==> config.mk <==
export PLATFORM = sky130hd
export DESIGN_NAME = hazard_ctrl
export DESIGN_NICKNAME = d
export VERILOG_FILES = /design/src/rtl/hazard_ctrl.sv
export SDC_FILE = /design/constraint.sdc
export NUM_CORES = 1
export LEC_CHECK = 0
export CORE_ASPECT_RATIO = 0.6
export CORE_UTILIZATION = 44
export DETAILED_ROUTE_END_ITERATION = 8
export PLACE_DENSITY = 0.84
export SLEW_MARGIN = 40
export SYNTH_ARGS = -nofsm -noshare
export SYNTH_HDL_FRONTEND = slang
export SYNTH_SLANG_ARGS = --single-unit
==> constraint.sdc <==
create_clock -name clk -period 5.6 [get_ports clk]
set_input_delay 0.56 -clock clk [delete_from_list [all_inputs] [get_ports clk]]
set_output_delay 0.56 -clock clk [all_outputs]
set_load 0.01 [all_outputs]
==> src/rtl/hazard_ctrl.sv <==
// Hazard and sequencing controller for the 5-stage core: load-use stalls,
// taken-branch flushes, memory-busy freezes, HALT, and a saturating stall counter.
module hazard_ctrl #(
  parameter int unsigned WIDTH        = 32,
  parameter int unsigned REG_ADDR_LEN = 5,
  parameter int unsigned LOAD_LAT     = 1,
  parameter int unsigned CNT_W        = 16,
  parameter logic [5:0]  OP_NOP       = 6'h00,
  parameter logic [5:0]  OP_R_TYPE    = 6'h01,
  parameter logic [5:0]  OP_I_TYPE    = 6'h02,
  parameter logic [5:0]  OP_J_TYPE    = 6'h03,
  parameter logic [5:0]  OP_HALT      = 6'h3F
) (
  input  logic                    clk,
  input  logic                    rst,
  input  logic [WIDTH-1:0]        id_ir,
  input  logic                    ex_valid,
  input  logic                    ex_is_load,
  input  logic [REG_ADDR_LEN-1:0] ex_rd_no,
  input  logic                    br_taken,
  input  logic                    mem_busy,
  output logic                    if_stall,
  output logic                    id_stall,
  output logic                    id_flush,
  output logic                    ex_bubble,
  output logic                    ex_hold,
  output logic                    halted,
  output logic [CNT_W-1:0]        stall_cnt
);

  typedef enum logic [1:0] {RUN, LU_STALL, HALTED} state_t;

  state_t                  state_q, state_d;
  logic [2:0]              lu_cnt_q, lu_cnt_d;
  logic [CNT_W-1:0]        stall_cnt_q;

  logic [5:0]              opcode;
  logic [REG_ADDR_LEN-1:0] rs, rt;
  logic                    uses_rs, uses_rt, lu_hit;
  logic                    unused_ir_bits;

  assign opcode         = id_ir[31:26];
  assign rs             = id_ir[16 +: REG_ADDR_LEN];
  assign rt             = id_ir[11 +: REG_ADDR_LEN];
  assign unused_ir_bits = ^{id_ir[25:21], id_ir[10:0]};

  // J-type, NOP, HALT and any unrecognised opcode read no registers.
  assign uses_rs = (opcode == OP_R_TYPE) || (opcode == OP_I_TYPE);
  assign uses_rt = (opcode == OP_R_TYPE);
  assign lu_hit  = ex_valid && ex_is_load && (ex_rd_no != '0) &&
                   ((uses_rs && (rs == ex_rd_no)) || (uses_rt && (rt == ex_rd_no)));

  always_comb begin
    state_d   = state_q;
    lu_cnt_d  = lu_cnt_q;
    if_stall  = 1'b0;
    id_stall  = 1'b0;
    id_flush  = 1'b0;
    ex_bubble = 1'b0;
    ex_hold   = 1'b0;
    halted    = 1'b0;
    if (state_q == HALTED) begin
      if_stall  = 1'b1;
      id_stall  = 1'b1;
      ex_bubble = 1'b1;
      halted    = 1'b1;
      ex_hold   = mem_busy;
    end else if (mem_busy) begin
      if_stall = 1'b1;
      id_stall = 1'b1;
      ex_hold  = 1'b1;
    end else if (br_taken) begin
      id_flush  = 1'b1;
      ex_bubble = 1'b1;
      state_d   = RUN;
      lu_cnt_d  = '0;
    end else if (lu_cnt_q != '0) begin
      if_stall  = 1'b1;
      id_stall  = 1'b1;
      ex_bubble = 1'b1;
      lu_cnt_d  = lu_cnt_q - 3'd1;
      state_d   = (lu_cnt_q == 3'd1) ? RUN : LU_STALL;
    end else if (lu_hit) begin
      if_stall  = 1'b1;
      id_stall  = 1'b1;
      ex_bubble = 1'b1;
      if (LOAD_LAT > 1) begin
        lu_cnt_d = 3'(LOAD_LAT - 1);
        state_d  = LU_STALL;
      end
    end else if (opcode == OP_HALT) begin
      state_d = HALTED;
    end
  end

  always_ff @(posedge clk or posedge rst) begin
    if (rst) begin
      state_q     <= RUN;
      lu_cnt_q    <= '0;
      stall_cnt_q <= '0;
    end else begin
      state_q  <= state_d;
      lu_cnt_q <= lu_cnt_d;
      if (if_stall && (stall_cnt_q != '1)) begin
        stall_cnt_q <= stall_cnt_q + 1'b1;
      end
    end
  end

  assign stall_cnt = stall_cnt_q;

endmodule

==> results of run 1 <==
cell type report:
type                    instances  share of cell area (%)
multi-input cells             115                    41.2
flip-flops and latches         21                    27.5
repair buffers                 48                    25.2
well taps                      42                    2.75
clock buffers                   4                    2.36
inverters                       5                   0.984
worst max-delay path, stage by stage:
cell	delay, ns
clkdlybuf4s50_1	0.48
xor2_1	0.19
nor3_1	0.19
nand3_1	0.18
a211oi_4	0.63
or2_2	0.25
clkdlybuf4s50_1	0.54
logic make-up after synthesis:
logic type	Yosys count	share of synthesized area, %
adders and majority gates	4	3.68
AOI/OAI and AO/OA	29	15.2
buffers and inverters	10	3.95
and+or+nand+nor	56	21.7
muxes	1	0.827
DFF	21	38.6
xor gates and xnor gates	25	16.1
cells in the mapped netlist (3+ instances only):
master	n
dfrtp_1	21
xnor2_1	19
nor2_1	16
o21ai_0	11
nand2_1	10
xor2_1	6
and3_1	5
inv_1	5
nand3_1	5
ha_1	4
nor3_1	4
o2111ai_1	4
o211ai_1	4
nand2b_1	3
flip-flops by register name, summed over array words and instances (netlist names):
register and flops:
stall_cnt 16, lu_cnt_q 3, state_q 2
where the power goes:
| group | internal (uW) | leakage [uW] | switching (uW) |
|---|---|---|---|
| Combinational | 92.7 | 0.000445 | 59.0 |
| Clock | 50.6 | 0.0000228 | 47.1 |
| Sequential | 175 | 0.000276 | 29.5 |
| Total | 319 | 0.000744 | 136 |
worst min-delay path by stage:
stage             startpoint       endpoint  slack, ns  cells after the start
2_1_floorplan    lu_cnt_q[1]    lu_cnt_q[1]       0.45                      2
3_3_place_gp     lu_cnt_q[1]    lu_cnt_q[1]       0.47                      2
3_5_place_dp     lu_cnt_q[1]    lu_cnt_q[1]       0.48                      2
4_1_cts        stall_cnt[14]  stall_cnt[14]       0.50                      1
5_1_grt        stall_cnt[14]  stall_cnt[14]       0.52                      1
6_report        stall_cnt[4]   stall_cnt[4]       0.50                      1
metrics by stage:
stage	setup slack, ns	cells	hold WS, ns	power (uW)	utilization [%]
2_1_floorplan	3.35	146	0.448	273	-
3_3_place_gp	2.09	231	0.468	353	63.9
3_5_place_dp	2.04	231	0.482	360	64.0
4_1_cts	2.04	235	0.498	459	65.6
5_1_grt	1.94	235	0.524	480	65.6
6_report	2.00	235	0.496	454	65.6
metal layers:
layer	GRT usage, %	wire length [um]	vias up
li1	-	-	610
met1	28.5	1500	575
met3	5.58	175	0
met5	0	0	-
met4	1.54	0	0
met2	36.7	1490	36
==> results.md, run 1 <==
Synthesis:
- The most used flip-flop cell after synthesis is dfrtp_1.
- The biggest area contributor in the post-synthesis netlist is dfrtp_1.
- In the post-synthesis netlist, the biggest area contributors are dfrtp_1, xnor2_1, nor2_1.
- The area of the mapped netlist is 1360 um^2.
- The net count of the mapped netlist is 193.
- The fraction of registers with async set or reset after synthesis is 100%.
- The count of flip-flops with a built-in enable after synthesis is 0.
- Synthesis produced a netlist whose cell count is 146.
- After synthesis, the largest area contributor takes up 38.6% of total cell area.
- A synthesized cell averages 9.32 um^2.
- Synthesis instantiated 38 different standard cells from the library.
- The number of flip-flops and latches in the synthesized netlist is 21.
- The warning count from the yosys run is 0.
- The part of the Yosys area used for sequential elements is 38.6%.

STA:
- The shortest clock period the worst path allows after layout is 3.60 ns.
- Across the routed clock network, the largest skew measured is 0.00559 ns.
- Setup violations remaining at the end of the flow were counted as 0.
- The final critical path takes up 64.3% of the cycle.
- The top achievable clock speed is 0.278 GHz.
- At the pin with the least slew margin, the transition time is 0.723 ns.
- Setup repair after global routing left no endpoint under its margin.
- The final max-slew violation count is 0.
- The setup TNS after final layout is 0 ns.
- Headroom to the max-slew limit came out at 51.5%.
- The final hold violation count is 0.

Job:
- The max-capacitance violation count is 0.

Placement:
- The placed instances occupy a cell area of 1860 um^2.
- Routability-driven placement finished with a final weighted congestion of 0.796.
- Detailed placement ended at an HPWL of 2530 um.
- The count of buffers added on input and output ports is 48.

Setup path:
- Measured in cells, the most critical reg-to-reg path has a length of 6.
- The path type of the worst setup path is in -> out.
- The data arrival at the endpoint of the critical path is 3.04 ns.
- The worst setup path startpoint is ex_rd_no[1].
- The worst flop-to-flop path endpoint is stall_cnt[6].
- For flop-to-flop paths, the worst setup slack is 3.68 ns.
- The worst setup path is launched from an input port.
- The required time of the critical path is 5.04 ns.
- Along the worst path, the maximum fanout reaches 16.
- The type of element capturing the critical path is an output pin.
- The startpoint identified for the worst register-to-register timing path is lu_cnt_q[0].
- The critical path capture point is if_stall.

Power and ir drop:
- Dividing total power by cell area gives a power density of 238 nW/um^2.
- The leakage power of the design is 0.000744 uW.
- Across the VDD grid, the largest voltage drop is 0.131 mV.

GRT:
- The wire length of the first global-routing pass is 5340 um.
- Across every metal layer, demand over resource in global routing totals 21.3%.
- The initial antenna violation count was 0.
- The number of global-route vias before repair came to 1189.
- Entering global routing, the biggest net connects 22 pins.
- The total grt overflow is 0.

CTS:
- Clock-pin slew was measured on the worst setup and hold paths at 0.08 ns.
- Counting along the longest clock path gives a buffer depth of 2.
- The number of setup buffers added after CTS is 0.
- The buffer cell driving the clock tree root is clkbuf_8.
- For this design, the sink count on the clock tree is 21.
- The number of hold buffers added after CTS was 0.
- The clock latency on the worst-skew pair is 0.26 ns.
- The number of buffers inserted during clock tree synthesis is 3.
- The TritonCTS clock tree is done.
- After clock tree synthesis, the repair step resized 0 gates.
- In this run the number of H-tree levels came out at 1.

Min path:
- The kind of path behind the tightest hold check is reg -> reg.

Floorplanning:
- Pin placement for this block handled 65 I/O pins.
- The die extent in x is 73.8 um.
- The core region is 2910 um^2.
- The number of placement rows is 15.
- The die covers 3330 um^2.
- The initial cell density of the core is 46.8%.
- The die boundary height is 45.1 um.

Finish:
- In the layout the commonest cells are clkdlybuf4s50_1, dfrtp_1, xnor2_1.
- The register cell area after layout is 526 um^2.
- The multi-input combinational cells in the finished layout cover a total of 786 um^2.
- With fillers left out, the area of the finished cells amounts to 1910 um^2.
- After filler insertion, the fill cell instance count of the layout stands at 239.
- For this run, the post-layout net count is 241.
- The area growth from synthesis to layout is 40.2%.
- The ratio of cells with drive above 1 in the final layout is 5.18%.
- The number of antenna diodes in the final layout is 0.
- The library cell used most frequently in the layout, excluding fill and tap cells, is clkdlybuf4s50_1.

Detailed routing:
- The average wire per standard cell is 13.5 um.
- The remaining routing DRC violations is 0.
- The detailed router placed 1221 vias in this run.
- The first detailed-routing pass took 4 iterations.
- For this block, the initial DRC count from the detailed router was 101.
- The count of nets left with antenna violations once routing finished came out at 0.
- For this block, the routed nets add up to 3170 um of wire.
- Dividing the detail-routed via count by the number of cells gives 5.20.

Run status:
- The run finished with clean final reports.
Power figures use the tool's default switching activity.
==> inputs of run 2 (changes only) <==
Settings changed: CORE_UTILIZATION 44 to 41, PLACE_DENSITY 0.84 to 0.79.
Clock period 5.6 ns to 3.5 ns, I/O delays scaled along.
==> run 2 against run 1 <==
Compared with the run above:
- clock power rose by 63%
- core utilization fell by 1.6 points
- cell count rose by 0.85%
- sequential share of layout area fell by 0.18 points
- clock-buffer cell count fell by 1
- worst hold slack got worse by 0.092 ns
- critical endpoint is now ex_bubble
- largest power group unchanged
==> results.md, run 2 (synthesis results as in run 1) <==
Setup path:
- The worst stage delay on the critical path came to 0.56 ns (was 0.63 ns).
- The critical path capture point is ex_bubble (was if_stall).
- The number of buffers and inverters on the critical path came to 2 (unchanged).
- The data arrival at the endpoint of the critical path is 2.43 ns (was 3.04 ns).
- The nature of the critical path startpoint is an input port (unchanged).
- The source of the worst register-to-register timing path is lu_cnt_q[0] (unchanged).
- Cell breakdown of the critical path: clkdlybuf4s50_1 -> xor2_1 -> nor3_1 -> nand3_1 -> a21oi_1 -> nor2_1 -> o21ai_0 -> clkdlybuf4s50_1 (was clkdlybuf4s50_1 -> xor2_1 -> nor3_1 -> nand3_1 -> a211oi_4 -> or2_2 -> clkdlybuf4s50_1).
- The path type of the worst setup path is in -> out (unchanged).
- The kind of cell adding the most delay to the critical path is buffers and inverters (unchanged).
- The worst flop-to-flop path endpoint is stall_cnt[1] (was stall_cnt[6]).
- The worst-path maximum fanout is 3 (was 16).
- The worst setup path startpoint is ex_rd_no[1] (unchanged).
- The number of cell instances on the worst register-to-register path came to 7 (was 6).
- The critical path's slowest cell is clkdlybuf4s50_1 (was a211oi_4).
- The cell seen most often among critical-path stages was clkdlybuf4s50_1 (unchanged).
- The total number of cells along the worst setup path is 8 (was 7).
- The setup slack of the worst register-to-register path is 1.55 ns (was 3.68 ns).
- The required time of the critical path came to 3.15 ns (was 5.04 ns).
- The type of element capturing the critical path is an output pin (unchanged).

GRT:
- The wire length of the first global-routing pass is 5550 um (was 5340 um).
- The met2 track demand over resource was 35.3% (was 36.7%).
- The global-route total usage across every layer is 20.6% (was 21.3%).
- The met1 track demand over resource is 27.0% (was 28.5%).
- The largest net degree at the start of global routing was 22 (unchanged).
- The initial antenna violation count came to 0 (unchanged).
- The total grt overflow was 0 (unchanged).
- The number of global-route vias before repair is 1217 (was 1189).
- The met3 track utilization from global routing is 5.15% (was 5.58%).
- The layer with the highest usage after global routing is met2 (unchanged).

STA:
- The shortest clock period the worst path allows after layout is 2.78 ns.
- The final hold violation count is 0 (unchanged).
- The final max-slew violation count was 0 (unchanged).
- The slew at the pin with the worst max-slew slack is 0.439 ns (was 0.723 ns).
- Timing would allow up to 0.360 GHz.
- The setup violation total in the final timing report came to 0 (unchanged).
- The clock skew after layout is 0.00528 ns (was 0.00559 ns).
- The setup TNS after final layout is 0 ns (unchanged).
- Unrepaired setup endpoints after global routing: no (unchanged).
- The worst slew margin relative to its limit came to 70.7% (was 51.5%).
- The smallest setup slack after layout is 0.720 ns (was 2.00 ns).
- After layout, the worst path uses 79.4% of the clock period.
- The worst hold slack after final layout was 0.405 ns (was 0.496 ns).

Power and ir drop:
- The power density over the cells is 380 nW/um^2 (was 238 nW/um^2).
- The largest voltage drop on the vdd net was 0.221 mV (was 0.131 mV).
- The leakage power of the design came to 0.000758 uW (was 0.000744 uW).

Finish:
- The fill cell instance count of the final layout is 222 (was 239).
- The area growth from synthesis to layout is 41.1% (was 40.2%).
- The most frequent standard cell in the layout excluding fill and tap cells is clkdlybuf4s50_1 (unchanged).
- The flip-flop count of the largest register, all copies and words added was 16 (unchanged).
- The ratio of cells with drive above 1 in the final layout is 6.67% (was 5.18%).
- Highest-count cells in the layout ignoring fill and taps: clkdlybuf4s50_1, dfrtp_1, xnor2_1 (unchanged).
- The final design area excluding fillers is 1920 um^2 (was 1910 um^2).
- The number of inserted diodes is 0 (unchanged).
- The number of nets in the finished design is 243 (was 241).
- The final cell count without fillers came to 237 (was 235).

Detailed routing:
- The total routed wirelength came to 3350 um (was 3170 um).
- The number of DRC violations after detailed-routing iteration 0 was 112 (was 101).
- The average wire per standard cell came to 14.1 um (was 13.5 um).
- The ratio of routed vias to standard cells came to 5.28 (was 5.20).
- The antenna violation net count after detailed routing came to 0 (unchanged).
- The remaining routing DRC violations is 0 (unchanged).
- The total via count after detailed routing came to 1252 (was 1221).
- The number of iterations in the first detailed-routing pass is 4 (unchanged).

Placement:
- The worst slack at placement is 0.742 ns (was 2.04 ns).
- The count of buffers inserted at the top-level ports is 48 (unchanged).
- The last weighted congestion value of the routability-driven placer is 0.804 (was 0.796).
- The area of placed instances is 1870 um^2 (was 1860 um^2).
- The final HPWL from detailed placement is 2710 um (was 2530 um).
- The number of placed instances, taps included is 233 (was 231).

CTS:
- The buffer cell driving the clock tree root is clkbuf_8 (unchanged).
- The H-tree depth was 1 (unchanged).
- The clock latency on the worst-skew pair came to 0.26 ns (about the same).
- The clock sink count is 21 (unchanged).
- The number of hold buffers added after cts is 0 (unchanged).
- The TritonCTS clock tree is done (unchanged).
- The number of setup buffers added after CTS is 0 (unchanged).
- The number of buffers inserted during clock tree synthesis is 3 (unchanged).
- The largest buffer count on any clock path is 2 (unchanged).
- The clock-pin transition on the worst setup and hold timing paths is 0.07 ns (was 0.08 ns).
- The number of gates resized after cts is 0 (unchanged).

Floorplanning:
- The die boundary height is 46.6 um (was 45.1 um).
- The die footprint is 3560 um^2 (was 3330 um^2).
- The number of primary I/O pins is 65 (unchanged).
- The initial cell density of the core is 45.3% (was 46.8%).
- The number of placement rows is 15 (unchanged).
- The die extent in x is 76.4 um (was 73.8 um).
- The core box area is 3000 um^2 (was 2910 um^2).

Job:
- The max-capacitance violation count is 0 (unchanged).

Run status:
- Result of the run: complete, no violations (unchanged).

Min path:
- The kind of path behind the tightest hold check was in -> async (was reg -> reg).
## run 2: changes by cell type in the layout (fill, tap and decap cells not counted), sizes merged
cell	before	now
clkbuf	4	3
inv	4	5
buf	0	2
## run 2: worst min path at each step
stage	slack (ns)	endpoint	cells after the start
after global placement	0.47	lu_cnt_q[1]	2
after detailed placement	0.48	stall_cnt[4]	1
after floorplan	0.33	lu_cnt_q[0]	1
after CTS	0.49	stall_cnt[4]	1
final	0.40	lu_cnt_q[1]	2
after global routing	0.45	stall_cnt[0]	2
## run 2: metrics by stage
step,utilization [%],power (uW)
2_1_floorplan,-,437
3_3_place_gp,62.4,566
3_5_place_dp,62.4,575
4_1_cts,64.0,732
5_1_grt,64.0,765
6_report,64.0,731
## run 2: cell type report
cell class	instances	area, um^2	area share, %
multi-input cells	115	782	40.7
flip-flops and latches	21	526	27.4
repair buffers	50	495	25.8
well taps	42	52.6	2.74
clock buffers	3	41.3	2.15
inverters	5	18.8	0.977
clock inverters	1	5.00	0.261
## run 2: power breakdown
part | total (uW) | switching, uW | internal (uW) | leakage (uW)
sequential | 328 | 47.2 | 281 | 0.000276
combinational | 244 | 94.9 | 149 | 0.000457
clock | 159 | 79.6 | 79.3 | 0.0000255
total | 731 | 222 | 509 | 0.000758
## run 2: metal layers
layer	part of all wire, %	wire (um)
met4	0.63	21
met3	3.9	132
met1	48	1610
met2	47	1590
met5	0	0
==> inputs of run 3 (changes only) <==
Settings changed: CORE_UTILIZATION 41 to 37, PLACE_DENSITY 0.79 to 0.75.
Clock period 3.5 ns to 2.3 ns, I/O delays scaled along.
==> run 3 against run 2 <==
Compared with the run above:
- clock power is 54% higher
- routed wire length is 3.9% higher
- combinational power increased by 58%
- cell count rose by 4.2%
- die area rose by 10%
- sequential share of layout area decreased by 0.76 points
- total power up 55%
- largest cell class unchanged
- highest routed layer unchanged
==> results.md, run 3 (synthesis results as in run 1) <==
Run status:
- Result of the run: complete, no violations (unchanged).

Setup path:
- The path type of the worst setup path is in -> out (unchanged).
- The nature of the critical path startpoint is an input port (unchanged).
- The number of buffers and inverters on the critical path is 2 (unchanged).
- The kind of cell adding the most delay to the critical path is buffers and inverters (unchanged).
- The critical path's slowest cell is clkdlybuf4s50_1 (unchanged).
- The type of element capturing the critical path is an output pin (unchanged).
- The worst-path maximum fanout is 3 (unchanged).
- The worst stage delay on the critical path is 0.46 ns (was 0.56 ns).
- The setup slack of the worst register-to-register path was 0.35 ns (was 1.55 ns).
- The data arrival at the endpoint of the critical path came to 1.93 ns (was 2.43 ns).
- Cell breakdown of the critical path: clkdlybuf4s50_1 -> xor2_1 -> nor3_1 -> nand3_1 -> a211oi_4 -> or2_4 -> dlygate4sd2_1 (was clkdlybuf4s50_1 -> xor2_1 -> nor3_1 -> nand3_1 -> a21oi_1 -> nor2_1 -> o21ai_0 -> clkdlybuf4s50_1).
- The required time of the critical path is 2.07 ns (was 3.15 ns).

Detailed routing:
- The ratio of routed vias to standard cells was 5.23 (was 5.28).
- The average wire per standard cell is 14.1 um (about the same).
- The number of DRC violations after detailed-routing iteration 0 came to 65 (was 112).
- The antenna violation net count after detailed routing was 0 (unchanged).
- The number of iterations in the first detailed-routing pass was 4 (unchanged).
- The total via count after detailed routing came to 1291 (was 1252).
- The total routed wirelength came to 3480 um (was 3350 um).
- The remaining routing DRC violations is 0 (unchanged).

STA:
- The setup violation total in the final timing report is 0 (unchanged).
- The shortest clock period the worst path allows after layout is 2.16 ns.
- Unrepaired setup endpoints after global routing: yes (was no).
- The worst hold slack after final layout came to 0.282 ns (was 0.405 ns).
- The final period utilization is 93.8%.
- The slew at the pin with the worst max-slew slack was 0.440 ns (was 0.439 ns).
- The setup TNS after final layout is 0 ns (unchanged).
- The top achievable clock speed is 0.463 GHz.
- The worst slew margin relative to its limit is 70.6% (was 70.7%).
- The final hold violation count is 0 (unchanged).
- The clock skew after layout is 0.0111 ns (was 0.00528 ns).
- The final max-slew violation count is 0 (unchanged).

Finish:
- The final cell count without fillers is 247 (was 237).
- The flip-flop count of the largest register, all copies and words added is 16 (unchanged).
- The area growth from synthesis to layout is 45.1% (was 41.1%).
- The ratio of cells with drive above 1 in the final layout is 9.90% (was 6.67%).
- Highest-count cells in the layout ignoring fill and taps: clkdlybuf4s50_1, dfrtp_1, xnor2_1 (unchanged).
- The most frequent standard cell in the layout excluding fill and tap cells is clkdlybuf4s50_1 (unchanged).
- The number of inserted diodes was 0 (unchanged).
- The final design area excluding fillers came to 1980 um^2 (was 1920 um^2).
- The utilization after layout was 58.4% (was 64.0%).
- The number of nets in the finished design is 250 (was 243).

Power and ir drop:
- The power density over the cells is 572 nW/um^2 (was 380 nW/um^2).
- The leakage power of the design is 0.000798 uW (was 0.000758 uW).
- The largest voltage drop on the vdd net is 0.261 mV (was 0.221 mV).

CTS:
- The largest buffer count on any clock path came to 2 (unchanged).
- The clock latency on the worst-skew pair is 0.27 ns (was 0.26 ns).
- The clock sink count came to 21 (unchanged).
- The H-tree depth is 1 (unchanged).
- The buffer cell driving the clock tree root is clkbuf_8 (unchanged).
- The clock-pin transition on the worst setup and hold timing paths is 0.08 ns (was 0.07 ns).
- The number of buffers inserted during clock tree synthesis is 3 (unchanged).
- The TritonCTS clock tree is done (unchanged).
- The number of setup buffers added after CTS came to 0 (unchanged).

GRT:
- The global-route total usage across every layer is 20.1% (was 20.6%).
- The initial antenna violation count is 0 (unchanged).
- The total grt overflow is 0 (unchanged).
- The wire length of the first global-routing pass is 6020 um (was 5550 um).
- The largest net degree at the start of global routing is 22 (unchanged).
- The number of global-route vias before repair is 1294 (was 1217).

Floorplanning:
- The die footprint is 3930 um^2 (was 3560 um^2).
- The core box area was 3380 um^2 (was 3000 um^2).
- The number of primary I/O pins is 65 (unchanged).
- The die boundary height is 49.0 um (was 46.6 um).
- The die extent in x is 80.3 um (was 76.4 um).
- The initial cell density of the core is 40.2% (was 45.3%).
- The number of placement rows is 16 (was 15).

Placement:
- The area of placed instances is 1930 um^2 (was 1870 um^2).
- The final HPWL from detailed placement is 2810 um (was 2710 um).
- The number of placed instances, taps included is 243 (was 233).
- The count of buffers inserted at the top-level ports is 48 (unchanged).
- The last weighted congestion value of the routability-driven placer was 0.791 (was 0.804).

Min path:
- The kind of path behind the tightest hold check is in -> async (unchanged).

Job:
- The max-capacitance violation count is 0 (unchanged).
## run 3: cell count changes in the layout (fill, tap and decap cells not counted), sizes merged
| cell | change |
|---|---|
| buf | +7 |
| clkdlybuf4s50 | -3 |
| dlygate4sd2 | +3 |
## run 3: final cells by class
class,count,area (um^2)
well taps,45,56.3
clock buffers,3,41.3
flip-flops and latches,21,526
clock inverters,1,5.00
inverters,5,18.8
fillers,298,1410
repair buffers,57,544
multi-input cells,115,785
## run 3: metal layers
metal / up-vias / global-route usage [%] / wire, um
met5: - / 0 / 0
met4: 0 / 4.76 / 11
met3: 2 / 5.98 / 188
met2: 37 / 32.1 / 1630
met1: 627 / 27.0 / 1660
li1: 625 / - / -
## run 3: repair_timing
item / in CTS / in global routing
pin swaps: 1 / 1
endpoints found under the hold margin: 0 / 0
hold buffers: 0 / 0
resized for setup: 4 / 1
gates cloned: 0 / 0
setup endpoints to repair: 3 / 1
## run 3: per-stage QoR
stage | setup slack (ns) | power [uW]
after global routing | -0.00597 | 1190
after global placement | -0.124 | 875
after CTS | 0.0909 | 1130
after floorplan | 0.538 | 664
final | 0.142 | 1130
after detailed placement | -0.193 | 890
## run 3: final timing paths
kind / from / endpoint / cells after the start
hold reg to reg: lu_cnt_q[1] / lu_cnt_q[1] / 2
hold / removal: rst / stall_cnt[3] / 2
setup / recovery: ex_rd_no[1] / if_stall / 7
setup reg to reg: stall_cnt[0] / stall_cnt[1] / 6
max in group asynchronous: rst / state_q[0] / 2
min in group clk: lu_cnt_q[1] / lu_cnt_q[1] / 2
## run 3: power breakdown
group	internal, uW	switching [uW]	total (uW)
sequential	427	73.4	500
combinational	234	151	385
clock	121	124	245
total	782	348	1130
